$ cat config.mk
export PLATFORM = sky130hd
export DESIGN_NAME = atomrvcore_lsu
export DESIGN_NICKNAME = d
export VERILOG_FILES = /design/src/rtl/atomrvcore_lsu.sv
export SDC_FILE = /design/constraint.sdc
export NUM_CORES = 1
export LEC_CHECK = 0
export CAP_MARGIN = 20
export CORE_MARGIN = 5
export CORE_UTILIZATION = 57
export CTS_CLUSTER_SIZE = 30
export DETAILED_ROUTE_END_ITERATION = 12
export DONT_BUFFER_PORTS = 1
export PLACE_DENSITY = 0.75
export SKIP_CTS_REPAIR_TIMING = 1
export SLEW_MARGIN = 10
export SYNTH_ARGS = -nofsm -noshare
export SYNTH_HDL_FRONTEND = slang
export SYNTH_SLANG_ARGS = --single-unit
export TNS_END_PERCENT = 5
$ cat constraint.sdc
create_clock -name clk_i -period 1.9 [get_ports clk_i]
set_clock_uncertainty 0.15 [all_clocks]
set_input_delay 0.285 -clock clk_i [delete_from_list [all_inputs] [get_ports clk_i]]
set_output_delay 0.285 -clock clk_i [all_outputs]
set_load 0.05 [all_outputs]
$ cat src/rtl/atomrvcore_lsu.sv
// atomrvcore_lsu: load/store unit driving a word-addressed DCCM with a one-cycle registered read
//   clk_i, rst_i           : clock, synchronous active-high reset
//   req_*_i / req_ready_o  : single-outstanding load/store request from execute
//   dmem_*                 : DCCM port (word address, whole-word write, registered read)
//   wb_valid_o/wb_rd_o/wb_data_o : one-cycle extended load result to writeback
//   err_o                  : one-cycle pulse for a misaligned or illegal request
module atomrvcore_lsu #(
    parameter int DATAWIDTH        = 32,
    parameter int REG_ADRESS_WIDTH = 5
) (
    input  logic                        clk_i,
    input  logic                        rst_i,
    input  logic                        req_valid_i,
    output logic                        req_ready_o,
    input  logic                        req_we_i,
    input  logic [2:0]                  req_funct3_i,
    input  logic [DATAWIDTH-1:0]        req_addr_i,
    input  logic [DATAWIDTH-1:0]        req_wdata_i,
    input  logic [REG_ADRESS_WIDTH-1:0] req_rd_i,
    output logic [DATAWIDTH-1:0]        dmem_addr_o,
    output logic [DATAWIDTH-1:0]        dmem_wdata_o,
    output logic                        dmem_wr_en_o,
    output logic                        dmem_rd_en_o,
    input  logic [DATAWIDTH-1:0]        dmem_rdata_i,
    output logic                        wb_valid_o,
    output logic [REG_ADRESS_WIDTH-1:0] wb_rd_o,
    output logic [DATAWIDTH-1:0]        wb_data_o,
    output logic                        err_o
);
    typedef enum logic [2:0] {IDLE, ST_WR, LD_RD, LD_CAP, RMW_RD, RMW_MRG, RMW_WR} state_t;
    state_t                        state_q, state_d;
    logic [DATAWIDTH-1:0]          addr_q, data_q, wb_data_q, ld_val, merged, mask;
    logic [2:0]                    f3_q;
    logic [REG_ADRESS_WIDTH-1:0]   rd_q;
    logic                          wb_valid_q, err_q, accept, illegal;
    logic [4:0]                    sh;
    logic [7:0]                    lane_b;
    logic [15:0]                   lane_h;

    assign req_ready_o  = state_q == IDLE;
    assign accept       = req_valid_i & req_ready_o;
    assign illegal      = (req_funct3_i == 3'b011) | (req_funct3_i[2:1] == 2'b11) |
                          (req_funct3_i[2] & req_we_i) |
                          ((req_funct3_i[1:0] == 2'b01) & req_addr_i[0]) |
                          ((req_funct3_i == 3'b010) & (req_addr_i[1:0] != 2'b00));
    assign dmem_addr_o  = {addr_q[DATAWIDTH-1:2], 2'b00};
    // data_q holds the store data, and after RMW_MRG the merged word
    assign dmem_wdata_o = data_q;
    assign dmem_wr_en_o = ((state_q == ST_WR) | (state_q == RMW_WR)) & ~rst_i;
    assign dmem_rd_en_o = ((state_q == LD_RD) | (state_q == RMW_RD)) & ~rst_i;
    assign wb_valid_o   = wb_valid_q;
    assign wb_rd_o      = rd_q;
    assign wb_data_o    = wb_data_q;
    assign err_o        = err_q;

    assign lane_b = 8'(dmem_rdata_i >> {addr_q[1:0], 3'b000});
    assign lane_h = 16'(dmem_rdata_i >> {addr_q[1], 4'b0000});
    // funct3[2] selects zero-extension, funct3[1] selects a full word
    assign ld_val = f3_q[1] ? dmem_rdata_i :
                    f3_q[0] ? {{(DATAWIDTH-16){lane_h[15] & ~f3_q[2]}}, lane_h} :
                              {{(DATAWIDTH-8){lane_b[7] & ~f3_q[2]}}, lane_b};
    assign sh     = f3_q[0] ? {addr_q[1], 4'b0000} : {addr_q[1:0], 3'b000};
    assign mask   = (f3_q[0] ? DATAWIDTH'(16'hFFFF) : DATAWIDTH'(8'hFF)) << sh;
    assign merged = (dmem_rdata_i & ~mask) | ((data_q << sh) & mask);

    always_comb begin
        state_d = state_q;
        case (state_q)
            IDLE:    if (accept && !illegal)
                         state_d = !req_we_i ? LD_RD : (req_funct3_i[1:0] == 2'b10) ? ST_WR : RMW_RD;
            LD_RD:   state_d = LD_CAP;
            RMW_RD:  state_d = RMW_MRG;
            RMW_MRG: state_d = RMW_WR;
            default: state_d = IDLE;
        endcase
    end

    always_ff @(posedge clk_i) begin
        if (rst_i) begin
            state_q    <= IDLE;
            addr_q     <= '0;
            data_q     <= '0;
            f3_q       <= '0;
            rd_q       <= '0;
            wb_data_q  <= '0;
            wb_valid_q <= 1'b0;
            err_q      <= 1'b0;
        end else begin
            state_q    <= state_d;
            err_q      <= accept & illegal;
            wb_valid_q <= state_q == LD_CAP;
            if (accept && !illegal) begin
                addr_q <= req_addr_i;
                data_q <= req_wdata_i;
                f3_q   <= req_funct3_i;
                rd_q   <= req_rd_i;
            end
            if (state_q == LD_CAP) wb_data_q <= ld_val;
            if (state_q == RMW_MRG) data_q <= merged;
        end
    end
endmodule

==> results.toml <==
[status]
status = "finished with violations"
violations = "negative hold slack, negative setup slack"

[critical_path]
endpoint_kind = "output port"
start_kind = "flop"
cp_slowest_cell = "or3_1"
rr_worst_depth = 6
startpoint = "state_q[2]$_SDFFE_PP0P_"
regToRegSetupSlack_ns = -0.09
worstPathArrival_ns = 1.60
path_cells = "buf_4, or3_1, a21oi_2, buf_6"
rr_startpoint = "state_q[0]$_SDFFE_PP0P_"
worstSetupPathType = "flop to output port"
endpoint = "dmem_wr_en_o"
max_stage_delay_ns = 0.39
r2r-end = "dmem_wdata_o[9]$_SDFFE_PP0P_"
cp_max_fo = 9
worstPathRequired_ns = 1.46

[routing]
totalWireLength_um = 17300
wl_per_cell_um = 20.4
drtIter0Drc = 385
drc = 0
vias_per_cell = 6.22
vias = 5283
dr.pass1.iters = 5
drt.antenna.violating_nets = 0

[global_routing]
antenna_found_initial = 0
grt_max_degree = 106
grt_pass1_wl_um = 25900
track_usage_pct = 27.6
first_global_vias = 5019
overflow = 0

[timing]
setup_tns_ns = -0.834
hold_viol_final = 93
min_period_over_period_pct = 107
postLayoutSetupSlackWorst_ns = -0.133
finalMaxSlewViolations = 0
worst_pin_slew_ns = 0.556
rsz0062_at_grt = "true"
fmax_ghz = 0.492
final.min_clock_period_ns = 2.03
maxSlewHeadroom_pct = 62.9
whs_ns = -0.177
setup_viol = 24

[pwr]
powerDensity_nw_per_um2 = 770
ir_drop_v = 0.000523
power.leakage_nw = 2.24

[synth]
synthArstFlopShare_pct = 0
synth_area_um2 = 5590
synth_ff_type = "dfxtp_1"
synth.area.top_cells = "dfxtp_1 39%, nand2_1 7.6%, a21oi_1 7.1%, buf_4 4.8%, nor4_2 3.8%"
ys_seq_area_share_pct = 39.0
synth_cell_types = 42
synth_cells = 705
synth_edf_count = 0
yosysTopAreaCell = "dfxtp_1"
synth.yosys.warnings = 0
synth_seq_cells = 109
synth_top_area_share_pct = 39.0
synth.avg_cell_area_um2 = 7.93

[floorplanning]
die-area_um2 = 11900
core_area_um2 = 9680
fp-row-count = 36
die_w_um = 109
start_util_pct = 57.8
ioPinCount = 214
die_y_um = 109

[final_layout]
multi_input_area_um2 = 2930
seqCellArea_um2 = 2190
fin_nets = 819
nFillCells = 796
area_growth_pct = 13.6
diodes = 0
drive_above_1_share_pct = 24.6

[clocking]
cts-root-buf = "clkbuf_8"
clockBufferDepth = 2
path_clk_slew_ns = 0.10
numCtsBuffers = 9
cts.sinks = 109
cts_tree = "yes"
clk_latency_ns = 0.37
cts_htree_levels = 3

[hold_path]
hp-class = "input port to flop"

[place]
hpwl_um = 12500
gp_congestion = 0.942
io_buffers = 0

[run]
maxCapViolCount = 0
## metal layers
| metal | GRT usage, % | share of wire, % | routed length (um) |
|---|---|---|---|
| met5 | 0 | 0 | 0 |
| met4 | 12.0 | 2.7 | 474 |
| met3 | 8.82 | 12 | 2080 |
| met2 | 45.2 | 48 | 8260 |
| met1 | 33.1 | 37 | 6480 |
## area by class of cell
class | instances | area share (%)
clock buffers | 11 | 2.38
clock inverters | 5 | 0.531
inverters | 13 | 0.827
multi-input cells | 486 | 46.1
flip-flops and latches | 109 | 34.4
well taps | 133 | 2.62
repair buffers | 92 | 13.1
## worst max-delay path: cells and delay by family, from the launching register on
kind,cells,cell delay [ns]
AOI/OAI and AO/OA,1,0.15
buffers and inverters,2,0.33
DFF,1,0.35
and+or+nand+nor,1,0.39
## worst min path at each step
| stage | slack [ns] | end | start | cells after the start |
|---|---|---|---|---|
| 4_1_cts | -0.18 | wb_valid_o$_SDFF_PP0_ | rst_i | 1 |
| 5_1_grt | -0.18 | dmem_wdata_o[12]$_SDFFE_PP0P_ | rst_i | 1 |
| 3_3_place_gp | 0.22 | dmem_wdata_o[13]$_SDFFE_PP0P_ | rst_i | 1 |
| 3_5_place_dp | 0.22 | wb_valid_o$_SDFF_PP0_ | rst_i | 1 |
| 6_report | -0.18 | f3_q[2]$_SDFFE_PP0P_ | rst_i | 1 |
| 2_1_floorplan | 0.27 | addr_q[10]$_SDFFE_PP0P_ | req_addr_i[10] | 2 |
## through the flow
step,instance area [um2],utilization [%],power (mW),setup slack [ns],instances
6_report,6360,65.6,4.89,-0.133,849
5_1_grt,6360,65.6,5.08,-0.200,849
4_1_cts,6020,62.1,4.85,-0.321,829
3_5_place_dp,5830,60.2,3.52,-0.301,813
3_3_place_gp,5830,60.2,3.50,-0.121,813
2_1_floorplan,5600,-,3.38,-0.451,706
## power by group
part           internal (mW)  switching (mW)  total, mW
clock                  0.550           0.803       1.35
sequential              2.39           0.312       2.70
combinational          0.338           0.501      0.839
total                   3.28            1.62       4.89
## Yosys cell counts, types with 2 or more instances
master    instances
and3b_1           2
nor4_1            7
buf_6             2
o21a_1            7
nand3_1          23
nor2b_1          18
and3_1            3
nand2b_1          3
clkbuf_1         41
inv_1            13
a221o_1           8
nor3_1           31
a31oi_1           7
mux2i_1          11
o221a_2           8
nor2_1           55
buf_8             3
a21o_1            3
a211oi_1         24
buf_2            15
nand2_1         114
buf_4            36
nor4_2           17
o21ai_0          19
a21oi_1          79
nand3b_1          3
a221oi_1         16
dfxtp_1         109
a31o_2           15
## cell families after synthesis
logic type             share of synthesized area [%]
multiplexers                                    1.97
flip-flops                                      39.0
AND/OR/NAND/NOR                                 24.9
buffers and inverters                           11.1
AO/OA/AOI/OAI                                   22.9
XOR/XNOR                                       0.157
other                                         0.0670
## layout by cell type (no fill, tap or decap), types with 3 or more instances in the layout
cell type	n
nand2_1	114
dfxtp_1	106
buf_4	70
nor2_1	55
a21oi_1	51
nor3_1	29
a21oi_2	28
a211oi_1	24
nand3_1	23
o21ai_0	19
nor2b_1	18
nor4_2	17
a221oi_1	16
a31o_2	15
inv_1	12
mux2i_1	11
clkbuf_8	11
dlygate4sd3_1	11
a221o_1	8
o221a_2	8
nor4_1	7
a31oi_1	7
o21a_1	7
buf_12	7
clkinvlp_4	3
nand3b_1	3
nand2b_1	3
and3_1	3
a21o_1	3
buf_6	3
Power figures use the tool's default switching activity.
